==> src/rtl/memarb_pkg.sv <==
// ============================================================================
// memarb_pkg : shared types and constants for the memory-op arbiter
// Rev 1.0
// ============================================================================
`default_nettype none

package memarb_pkg;

    typedef enum logic [1:0] {
        IDLE  = 2'd0,
        OWN_A = 2'd1,
        OWN_B = 2'd2
    } grant_t;

    localparam int OP_STORE_BIT = 0;
    localparam int REGW         = 5;

endpackage

`default_nettype wire

==> src/rtl/memop_arbiter_if.sv <==
// ============================================================================
// memop_arbiter_if : requester A/B and memory-unit signal bundle
// Rev 1.0
// ============================================================================
`default_nettype none

interface memop_arbiter_if #(
    parameter int AW = 32,
    parameter int DW = 32
);
    // Requester A
    logic                        a_stb, a_lock;
    logic [2:0]                  a_op;
    logic [AW-1:0]               a_addr;
    logic [DW-1:0]               a_data;
    logic [memarb_pkg::REGW-1:0] a_oreg;
    logic                        a_stall, a_busy, a_rdbusy, a_valid, a_done, a_err;
    logic [memarb_pkg::REGW-1:0] a_wreg;
    logic [DW-1:0]               a_result;
    // Requester B
    logic                        b_stb, b_lock;
    logic [2:0]                  b_op;
    logic [AW-1:0]               b_addr;
    logic [DW-1:0]               b_data;
    logic [memarb_pkg::REGW-1:0] b_oreg;
    logic                        b_stall, b_busy, b_rdbusy, b_valid, b_done, b_err;
    logic [memarb_pkg::REGW-1:0] b_wreg;
    logic [DW-1:0]               b_result;
    // Memory unit
    logic                        m_stb, m_lock;
    logic [2:0]                  m_op;
    logic [AW-1:0]               m_addr;
    logic [DW-1:0]               m_data;
    logic [memarb_pkg::REGW-1:0] m_oreg;
    logic                        m_busy, m_rdbusy, m_valid, m_done, m_err;
    logic [memarb_pkg::REGW-1:0] m_wreg;
    logic [DW-1:0]               m_result;

    // Arbiter view
    modport slave (
        input  a_stb, a_lock, a_op, a_addr, a_data, a_oreg,
        output a_stall, a_busy, a_rdbusy, a_valid, a_done, a_err, a_wreg, a_result,
        input  b_stb, b_lock, b_op, b_addr, b_data, b_oreg,
        output b_stall, b_busy, b_rdbusy, b_valid, b_done, b_err, b_wreg, b_result,
        output m_stb, m_lock, m_op, m_addr, m_data, m_oreg,
        input  m_busy, m_rdbusy, m_valid, m_done, m_err, m_wreg, m_result
    );

    // Environment view (requesters plus memory unit)
    modport master (
        output a_stb, a_lock, a_op, a_addr, a_data, a_oreg,
        input  a_stall, a_busy, a_rdbusy, a_valid, a_done, a_err, a_wreg, a_result,
        output b_stb, b_lock, b_op, b_addr, b_data, b_oreg,
        input  b_stall, b_busy, b_rdbusy, b_valid, b_done, b_err, b_wreg, b_result,
        input  m_stb, m_lock, m_op, m_addr, m_data, m_oreg,
        output m_busy, m_rdbusy, m_valid, m_done, m_err, m_wreg, m_result
    );

endinterface

`default_nettype wire

==> src/rtl/memarb_pick.sv <==
// ============================================================================
// memarb_pick : combinational requester selection from IDLE
// Optional MEMARB_ROUND_ROBIN_EN: ties go to the requester not served last.
// Rev 1.0
// ============================================================================
`default_nettype none

module memarb_pick
    import memarb_pkg::*;
(
    output grant_t pick,
    input  logic   stb_a,
    input  logic   stb_b
`ifdef MEMARB_ROUND_ROBIN_EN
    ,
    input  logic   last_b
`endif
);

    always_comb begin
        pick = IDLE;
        if (stb_a && stb_b) begin
`ifdef MEMARB_ROUND_ROBIN_EN
            pick = last_b ? OWN_A : OWN_B;
`else
            pick = OWN_A;
`endif
        end else if (stb_a) begin
            pick = OWN_A;
        end else if (stb_b) begin
            pick = OWN_B;
        end
    end

endmodule

`default_nettype wire

==> src/rtl/memop_arbiter.sv <==
// ============================================================================
// memop_arbiter : shares one memory-op unit between requesters A and B
// Optional MEMARB_ROUND_ROBIN_EN selects round-robin tie-break (else A wins).
// Rev 1.0
// ============================================================================
`default_nettype none

module memop_arbiter
    import memarb_pkg::*;
#(
    parameter int AW           = 32,
    parameter int DW           = 32,
    parameter int F_LGDEPTH    = 4,
    parameter int OPT_MAXDEPTH = 1
)(
    input  logic           i_clk,
    input  logic           i_reset_n,
    memop_arbiter_if.slave bus
);

    localparam logic [F_LGDEPTH-1:0] MAXD = F_LGDEPTH'(OPT_MAXDEPTH);

    grant_t               grant, grant_nxt, pick;
    logic                 err_q, lock_held;
    logic [F_LGDEPTH-1:0] outstanding, outstanding_nxt;
    logic                 own_a, own_b, owner_stb, owner_lock, accept, blocked, release_ok;

    assign own_a   = (grant == OWN_A);
    assign own_b   = (grant == OWN_B);
    assign blocked = bus.m_busy | bus.m_err | err_q;
    assign accept  = owner_stb & ~blocked & (outstanding < MAXD);

`ifdef MEMARB_ROUND_ROBIN_EN
    logic last_b;

    always_ff @(posedge i_clk or negedge i_reset_n) begin
        if (!i_reset_n)
            last_b <= 1'b1;
        else if (grant == IDLE && pick != IDLE)
            last_b <= (pick == OWN_B);
    end

    memarb_pick u_pick (
        .pick   (pick),
        .stb_a  (bus.a_stb),
        .stb_b  (bus.b_stb),
        .last_b (last_b)
    );
`else
    memarb_pick u_pick (
        .pick   (pick),
        .stb_a  (bus.a_stb),
        .stb_b  (bus.b_stb)
    );
`endif

    // Request mux toward the memory unit; all zero while IDLE
    always_comb begin
        owner_stb  = 1'b0;
        owner_lock = 1'b0;
        bus.m_op   = 3'b000;
        bus.m_addr = {AW{1'b0}};
        bus.m_data = {DW{1'b0}};
        bus.m_oreg = '0;
        if (own_a) begin
            owner_stb  = bus.a_stb;
            owner_lock = bus.a_lock;
            bus.m_op   = bus.a_op;
            bus.m_addr = bus.a_addr;
            bus.m_data = bus.a_data;
            bus.m_oreg = bus.a_oreg;
        end else if (own_b) begin
            owner_stb  = bus.b_stb;
            owner_lock = bus.b_lock;
            bus.m_op   = bus.b_op;
            bus.m_addr = bus.b_addr;
            bus.m_data = bus.b_data;
            bus.m_oreg = bus.b_oreg;
        end
        bus.m_stb  = accept;
        bus.m_lock = owner_lock;
    end

    // Response routing: only the current owner sees the unit
    always_comb begin
        bus.a_stall  = ~own_a | blocked | (outstanding == MAXD);
        bus.b_stall  = ~own_b | blocked | (outstanding == MAXD);
        bus.a_busy   = own_a & bus.m_busy;
        bus.a_rdbusy = own_a & bus.m_rdbusy;
        bus.a_valid  = own_a & bus.m_valid;
        bus.a_done   = own_a & bus.m_done;
        bus.a_err    = own_a & bus.m_err;
        bus.a_wreg   = own_a ? bus.m_wreg : '0;
        bus.a_result = own_a ? bus.m_result : {DW{1'b0}};
        bus.b_busy   = own_b & bus.m_busy;
        bus.b_rdbusy = own_b & bus.m_rdbusy;
        bus.b_valid  = own_b & bus.m_valid;
        bus.b_done   = own_b & bus.m_done;
        bus.b_err    = own_b & bus.m_err;
        bus.b_wreg   = own_b ? bus.m_wreg : '0;
        bus.b_result = own_b ? bus.m_result : {DW{1'b0}};
    end

    assign release_ok = (outstanding == '0) & ~bus.m_busy & ~lock_held & ~owner_stb;

    always_comb begin
        grant_nxt = grant;
        case (grant)
            IDLE:         grant_nxt = pick;
            OWN_A, OWN_B: if (release_ok) grant_nxt = IDLE;
            default:      grant_nxt = IDLE;
        endcase
    end

    // Counter saturates at both ends so a stray done can never wrap it
    always_comb begin
        outstanding_nxt = outstanding;
        if (bus.m_err)
            outstanding_nxt = '0;
        else if (accept && !bus.m_done && outstanding < MAXD)
            outstanding_nxt = outstanding + 1'b1;
        else if (!accept && bus.m_done && outstanding != '0)
            outstanding_nxt = outstanding - 1'b1;
    end

    always_ff @(posedge i_clk or negedge i_reset_n) begin
        if (!i_reset_n) begin
            grant       <= IDLE;
            outstanding <= '0;
            err_q       <= 1'b0;
            lock_held   <= 1'b0;
        end else begin
            grant       <= grant_nxt;
            outstanding <= outstanding_nxt;
            err_q       <= bus.m_err;
            if (bus.m_err)
                lock_held <= 1'b0;
            else if (accept)
                lock_held <= owner_lock;
        end
    end

endmodule

`default_nettype wire

==> src/flat_wrapper.sv <==
// flat-port wrapper written by rule: the top's interface ports become plain ports
module memop_arbiter_flat import memarb_pkg::*;
#(
    parameter int AW           = 32,
    parameter int DW           = 32,
    parameter int F_LGDEPTH    = 4,
    parameter int OPT_MAXDEPTH = 1
)
  (i_clk, i_reset_n, bus_a_stb, bus_a_lock, bus_a_op, bus_a_addr, bus_a_data, bus_a_oreg, bus_a_stall, bus_a_busy, bus_a_rdbusy, bus_a_valid, bus_a_done, bus_a_err, bus_a_wreg, bus_a_result, bus_b_stb, bus_b_lock, bus_b_op, bus_b_addr, bus_b_data, bus_b_oreg, bus_b_stall, bus_b_busy, bus_b_rdbusy, bus_b_valid, bus_b_done, bus_b_err, bus_b_wreg, bus_b_result, bus_m_stb, bus_m_lock, bus_m_op, bus_m_addr, bus_m_data, bus_m_oreg, bus_m_busy, bus_m_rdbusy, bus_m_valid, bus_m_done, bus_m_err, bus_m_wreg, bus_m_result);
  memop_arbiter_if #(.AW(AW), .DW(DW)) bus_i ();
  input  logic i_clk;
  input  logic i_reset_n;
  input wire logic [$bits(bus_i.a_stb)-1:0] bus_a_stb;
  input wire logic [$bits(bus_i.a_lock)-1:0] bus_a_lock;
  input wire logic [$bits(bus_i.a_op)-1:0] bus_a_op;
  input wire logic [$bits(bus_i.a_addr)-1:0] bus_a_addr;
  input wire logic [$bits(bus_i.a_data)-1:0] bus_a_data;
  input wire logic [$bits(bus_i.a_oreg)-1:0] bus_a_oreg;
  output wire logic [$bits(bus_i.a_stall)-1:0] bus_a_stall;
  output wire logic [$bits(bus_i.a_busy)-1:0] bus_a_busy;
  output wire logic [$bits(bus_i.a_rdbusy)-1:0] bus_a_rdbusy;
  output wire logic [$bits(bus_i.a_valid)-1:0] bus_a_valid;
  output wire logic [$bits(bus_i.a_done)-1:0] bus_a_done;
  output wire logic [$bits(bus_i.a_err)-1:0] bus_a_err;
  output wire logic [$bits(bus_i.a_wreg)-1:0] bus_a_wreg;
  output wire logic [$bits(bus_i.a_result)-1:0] bus_a_result;
  input wire logic [$bits(bus_i.b_stb)-1:0] bus_b_stb;
  input wire logic [$bits(bus_i.b_lock)-1:0] bus_b_lock;
  input wire logic [$bits(bus_i.b_op)-1:0] bus_b_op;
  input wire logic [$bits(bus_i.b_addr)-1:0] bus_b_addr;
  input wire logic [$bits(bus_i.b_data)-1:0] bus_b_data;
  input wire logic [$bits(bus_i.b_oreg)-1:0] bus_b_oreg;
  output wire logic [$bits(bus_i.b_stall)-1:0] bus_b_stall;
  output wire logic [$bits(bus_i.b_busy)-1:0] bus_b_busy;
  output wire logic [$bits(bus_i.b_rdbusy)-1:0] bus_b_rdbusy;
  output wire logic [$bits(bus_i.b_valid)-1:0] bus_b_valid;
  output wire logic [$bits(bus_i.b_done)-1:0] bus_b_done;
  output wire logic [$bits(bus_i.b_err)-1:0] bus_b_err;
  output wire logic [$bits(bus_i.b_wreg)-1:0] bus_b_wreg;
  output wire logic [$bits(bus_i.b_result)-1:0] bus_b_result;
  output wire logic [$bits(bus_i.m_stb)-1:0] bus_m_stb;
  output wire logic [$bits(bus_i.m_lock)-1:0] bus_m_lock;
  output wire logic [$bits(bus_i.m_op)-1:0] bus_m_op;
  output wire logic [$bits(bus_i.m_addr)-1:0] bus_m_addr;
  output wire logic [$bits(bus_i.m_data)-1:0] bus_m_data;
  output wire logic [$bits(bus_i.m_oreg)-1:0] bus_m_oreg;
  input wire logic [$bits(bus_i.m_busy)-1:0] bus_m_busy;
  input wire logic [$bits(bus_i.m_rdbusy)-1:0] bus_m_rdbusy;
  input wire logic [$bits(bus_i.m_valid)-1:0] bus_m_valid;
  input wire logic [$bits(bus_i.m_done)-1:0] bus_m_done;
  input wire logic [$bits(bus_i.m_err)-1:0] bus_m_err;
  input wire logic [$bits(bus_i.m_wreg)-1:0] bus_m_wreg;
  input wire logic [$bits(bus_i.m_result)-1:0] bus_m_result;
  assign bus_i.a_stb = bus_a_stb;
  assign bus_i.a_lock = bus_a_lock;
  assign bus_i.a_op = bus_a_op;
  assign bus_i.a_addr = bus_a_addr;
  assign bus_i.a_data = bus_a_data;
  assign bus_i.a_oreg = bus_a_oreg;
  assign bus_a_stall = bus_i.a_stall;
  assign bus_a_busy = bus_i.a_busy;
  assign bus_a_rdbusy = bus_i.a_rdbusy;
  assign bus_a_valid = bus_i.a_valid;
  assign bus_a_done = bus_i.a_done;
  assign bus_a_err = bus_i.a_err;
  assign bus_a_wreg = bus_i.a_wreg;
  assign bus_a_result = bus_i.a_result;
  assign bus_i.b_stb = bus_b_stb;
  assign bus_i.b_lock = bus_b_lock;
  assign bus_i.b_op = bus_b_op;
  assign bus_i.b_addr = bus_b_addr;
  assign bus_i.b_data = bus_b_data;
  assign bus_i.b_oreg = bus_b_oreg;
  assign bus_b_stall = bus_i.b_stall;
  assign bus_b_busy = bus_i.b_busy;
  assign bus_b_rdbusy = bus_i.b_rdbusy;
  assign bus_b_valid = bus_i.b_valid;
  assign bus_b_done = bus_i.b_done;
  assign bus_b_err = bus_i.b_err;
  assign bus_b_wreg = bus_i.b_wreg;
  assign bus_b_result = bus_i.b_result;
  assign bus_m_stb = bus_i.m_stb;
  assign bus_m_lock = bus_i.m_lock;
  assign bus_m_op = bus_i.m_op;
  assign bus_m_addr = bus_i.m_addr;
  assign bus_m_data = bus_i.m_data;
  assign bus_m_oreg = bus_i.m_oreg;
  assign bus_i.m_busy = bus_m_busy;
  assign bus_i.m_rdbusy = bus_m_rdbusy;
  assign bus_i.m_valid = bus_m_valid;
  assign bus_i.m_done = bus_m_done;
  assign bus_i.m_err = bus_m_err;
  assign bus_i.m_wreg = bus_m_wreg;
  assign bus_i.m_result = bus_m_result;
  memop_arbiter #(.AW(AW), .DW(DW), .F_LGDEPTH(F_LGDEPTH), .OPT_MAXDEPTH(OPT_MAXDEPTH)) u_core (.i_clk(i_clk), .i_reset_n(i_reset_n), .bus(bus_i));
endmodule
==> config.mk <==
export PLATFORM = sky130hd
export DESIGN_NAME = memop_arbiter_flat
export DESIGN_NICKNAME = d
export VERILOG_FILES = /design/src/rtl/memarb_pkg.sv /design/src/rtl/memop_arbiter_if.sv /design/src/rtl/memarb_pick.sv /design/src/rtl/memop_arbiter.sv /design/src/flat_wrapper.sv
export SDC_FILE = /design/constraint.sdc
export NUM_CORES = 1
export LEC_CHECK = 0
export ABC_AREA = 1
export CAP_MARGIN = 20
export CORE_AREA = 3 3 135 137
export DETAILED_ROUTE_END_ITERATION = 8
export DIE_AREA = 0 0 138 140
export PLACE_DENSITY_LB_ADDON = 0.2
export SYNTH_ARGS = -nofsm -noshare
export SYNTH_HDL_FRONTEND = slang
export SYNTH_SLANG_ARGS = --single-unit
==> constraint.sdc <==
create_clock -name i_clk -period 3.1 [get_ports i_clk]
set_input_delay 0.465 -clock i_clk [delete_from_list [all_inputs] [get_ports i_clk]]
set_output_delay 0.465 -clock i_clk [all_outputs]
set_load 0.02 [all_outputs]
# After elaboration in Yosys (flattened, before gate mapping)
# Index checks and enable logic that the tools add are counted.
# Widths: inputs -> output; s select.
[classes]
bitwise_logic = 27
addsub = 2
muxes = 26
reduce_logical = 13
order_cmp = 1
eq_ne = 4
[op_table]
columns = ["op", "n"]
rows = [
  ["$mux 32", 6],
  ["$mux 5", 4],
  ["$and 1x1->1", 15],
  ["$mux 4", 3],
  ["$mux 2", 4],
  ["$mux 1", 6],
  ["$mux 3", 2],
  ["$not 1->1", 6],
  ["$or 1x1->1", 6],
  ["$logic_and 1x1->1", 5],
  ["$add 4x1->4 const B", 1],
  ["$eq 4x1->1 const B", 1],
  ["$logic_not 4->1", 1],
  ["$lt 4x1->1 const B", 1],
  ["$pmux 2 s2", 1],
  ["$reduce_bool 4->1", 1],
  ["$sub 4x1->4 const B", 1],
  ["$reduce_bool 3->1", 1],
  ["$eq 2x1->1 const B", 1],
  ["$eq 2x2->1 const B", 1],
  ["$logic_not 1->1", 2],
  ["$logic_not 2->1", 1],
  ["$ne 2x1->1 const B", 1],
  ["$reduce_bool 2->1", 1],
  ["$reduce_or 2->1", 1],
]
[word_totals]
regBits = 8

# Depth between registers and ports, before layout
[depth]
ltp_word = 11
ltp_mapped = 10

# Cells and area by module
# A second synthesis with hierarchy kept.
[hier_totals]
cells_unflattened = 349
hier_area_um2 = 2039.5
[modules_own_cells]
columns = ["mod", "instances", "seq_area_each_um2", "area_per_inst_um2", "cells_per_inst"]
rows = [
  ["memop_arbiter", 1, 200.2, 2028.2, 346],
  ["memarb_pick", 1, 0.0, 11.3, 3],
]

# Least setup slack after synthesis
# Ideal clock, no wire load.
[synth_timing]
path_type = "reg-to-output"
start = "reg u_core.grant[0]"
end = "out bus_m_addr[0]"
slack_ps = 1257
path_stages_with_launch = 8
arrival_ps = 1378
required_ps = 2635
path_cell_list = "dfrtp_1 inv_1 ha_1 buf_2 inv_2 nor2_4 buf_2 a22o_1"
[synth_via]
elab_chain_len = 3
word_cells_on_any_way = 4
classes_between = "eq/ne (2); mux (2)"
[synth_rtl]
columns = ["item", "line_no", "text"]
rows = [
  ["start: declaration", "memop_arbiter.sv:23", "grant_t grant, grant_nxt, pick;"],
  ["start signal: assignment", "memop_arbiter.sv:133", "grant <= grant_nxt;"],
  ["$eq 2x2->1", "memop_arbiter.sv:29", "assign own_b = (grant == OWN_B);"],
  ["$mux 32", "memop_arbiter.sv:72", "end else if (own_b) begin"],
  ["$mux 32 *", "memop_arbiter.sv:65", "if (own_a) begin"],
  ["end: declaration", "flat_wrapper.sv:44", "output wire logic [$bits(bus_i.m_addr)-1:0] bus_m_addr;"],
]
# Every way passes the cells marked *; elsewhere a longest branch is shown, timed or not.

# Final worst setup path
[layout_timing]
start = "reg u_core.grant[1]"
end = "out bus_m_addr[22]"
# Same word-level chain as after synthesis.

==> metrics.txt <==
FP Rows 48; TritonCTS buffer count 3; HP Start u_core.lock_held$_DFFE_PN0P_; Worst Tran Pin Value about 0.45 ns; Final GP Congestion between 0.9 and 1; max_cap viols 0; drt total wl about 15000 um; Yosys reg bits 8; CTS sink count 8; Port-buffer cells 351; crit path max fanout 35; Crit Path Class reg2out; post-synth cell types 27; number of synthesized flops with an enable pin 0; antenna violations before repair 0; post-route ant nets 0; Req. time, crit path between 2 and 3 ns; sequential fraction of the synthesis area 0.09810; first-pass GRT wire length roughly 22000 um; vias in the first global route approximately 3800; syn_nets 546; gr usage total 0.1442; fin. max-slew vios 0; die footprint slightly below 0.02 mm^2; RSZ-0062 raised after global routing false; Main synth FF type dfrtp_1; TritonCTS clock tree yes; clock skew around 0.0014 ns; maximum clock path buffer count 2; post_cts resized 0; Worst R2R Path Depth 9; cells after synthesis 348; asr flop ratio synth 1.000; Min-Delay Endpoint u_core.lock_held$_DFFE_PN0P_; share of layout cells above drive strength 1 0.04252; largest cells by area after synthesis a22o_1 31%, nand2_1 19%, inv_1 18%; core area about 0.017 mm^2; Max-slew headroom 0.6987; nets@finish 882; count leader, synth nand2_1; WHS Path Cells 2; Final min period approximately 2.9 ns; Peak VDD IR roughly 0.28 mV; final core utilization 0.3405; DR vias/cell about 4.0; post-DP HPWL between 10000 and 15000 um; number of filler cells placed in the layout 1836; global route total overflow 0; Initial Util 0.1188; setup_tns 0 ns; largest net degree at the start of global routing 74; Setup Viol. Count Final 0; Post-CTS Hold Fix Bufs 0; H-Tree Depth 1; Pwr per Cell Area between 500 and 600 mW/mm^2; fmax 0.3483 GHz; post-synth top area share 0.3090; worst hold-check path type reg2reg; synthesized area around 0.002 mm^2; drt first pass iters 4; RR Startpoint u_core.grant[1]$_DFFE_PN0P_; fin crit share 0.9263; crit start category flip-flop; Iteration-0 DRC Markers 146; RR Endpoint u_core.outstanding[0]$_DFFE_PN0P_; CP Data Arrival Time approximately 2.4 ns; synthesis-to-layout area growth 186.6%; Clock Latency Late Sink approximately 0.23 ns; die height ~140 um; Ys Warns 0; critical path capture point type primary output; Fin. Hold Viols 0; Die W between 100 and 150 um; status finished clean; # DRC 0; setup bufs post-CTS 0; DR vias approximately 3600; Leak 0.002867 uW; CTS clk-pin slew, worst paths approximately 0.040 ns; Antenna Cells 0; root cell of the clock tree clkbuf_16; r2r setup slk 1.45 ns; dominant cell type by area after synthesis a22o_1; I/O Pins around 350; Avg Cell Area, Syn approximately 5.9 um^2; wire length per cell approximately 17 um; Commonest cells post-synth 106 x nand2_1, 98 x inv_1, 72 x a22o_1
flip-flops by register name, summed over array words and instances, names as in the netlist:
name                cells
u_core.outstanding      4
u_core.grant            2
u_core.err_q            1
u_core.lock_held        1
power breakdown:
part           total, uW  switching [uW]  internal [uW]
combinational       3110            1640           1470
clock                222            55.4            167
sequential           175            39.9            135
critical path, cell delays in order, from the launching register on:
cell and delay [ns]:
dfrtp_1 0.38, inv_1 0.13, ha_4 0.33, buf_4 0.42, a22o_1 0.24, clkdlybuf4s50_1 0.66
per-stage QoR:
step | cell area (um^2) | setup slack, ns | hold slack (ns) | power (uW) | cells
floorplan | 2041 | 1.257 | 0.1694 | 1792 | 348
global placement | 5773 | 0.4629 | 0.5156 | 3307 | 904
detailed placement | 5773 | 0.4404 | 0.5184 | 3307 | 904
CTS | 5848 | 0.1744 | 0.5271 | 3550 | 907
global route | 5848 | 0.07836 | 0.5478 | 3724 | 907
finish | 5848 | 0.2286 | 0.5194 | 3503 | 907
layer usage:
layer | track usage | share of wire | up-vias | routed length [um]
met4 | 0.02808 | 0.014 | 0 | 212
met3 | 0.04165 | 0.085 | 14 | 1293
li1 | - | - | 1763 | -
met2 | 0.2754 | 0.52 | 227 | 7813
met5 | 0 | 0 | - | 0
met1 | 0.1589 | 0.38 | 1617 | 5815
cell families after synthesis:
logic type                 synth area share
buffers and inverters                0.2403
and+or+nand+nor                      0.2802
adders and majority gates           0.03679
xor gates and xnor gates           0.008585
DFF                                 0.09810
AOI/OAI and AO/OA                    0.3360
cells in the final DEF (no fill, tap or decap), drive strengths merged:
cell type and instances:
clkdlybuf4s50 347, nand2 111, inv 100, a22o 72, buf 9, dfrtp 8
nand3 7, ha 6, o21ai 5, nor2 5, nand4 3, clkbuf 3
a21oi 3, xnor2 1, and3b 1, xor2 1
worst max path at each step:
stage / start / end / slack, ns / depth (start not counted)
after global routing: u_core.grant[1]$_DFFE_PN0P_ / bus_m_addr[22] / 0.08 / 5
after floorplan: u_core.grant[0]$_DFFE_PN0P_ / bus_m_addr[0] / 1.26 / 7
after CTS: u_core.grant[1]$_DFFE_PN0P_ / bus_m_addr[22] / 0.17 / 5
final: u_core.grant[1]$_DFFE_PN0P_ / bus_m_addr[22] / 0.23 / 5
after global placement: bus_m_err / bus_m_stb / 0.46 / 7
after detailed placement: u_core.grant[1]$_DFFE_PN0P_ / bus_m_data[3] / 0.44 / 5
final cells by class:
cell class | instances | area [um^2] | share of cell area
clock buffer | 3 | 75.07 | 0.01284
inverter | 100 | 375.4 | 0.06418
multi-input combinational | 215 | 1363 | 0.2330
sequential | 8 | 200.2 | 0.03423
tap | 225 | 281.5 | 0.04814
timing repair buffer | 356 | 3553 | 0.6076
Power figures use the tool's default switching activity.
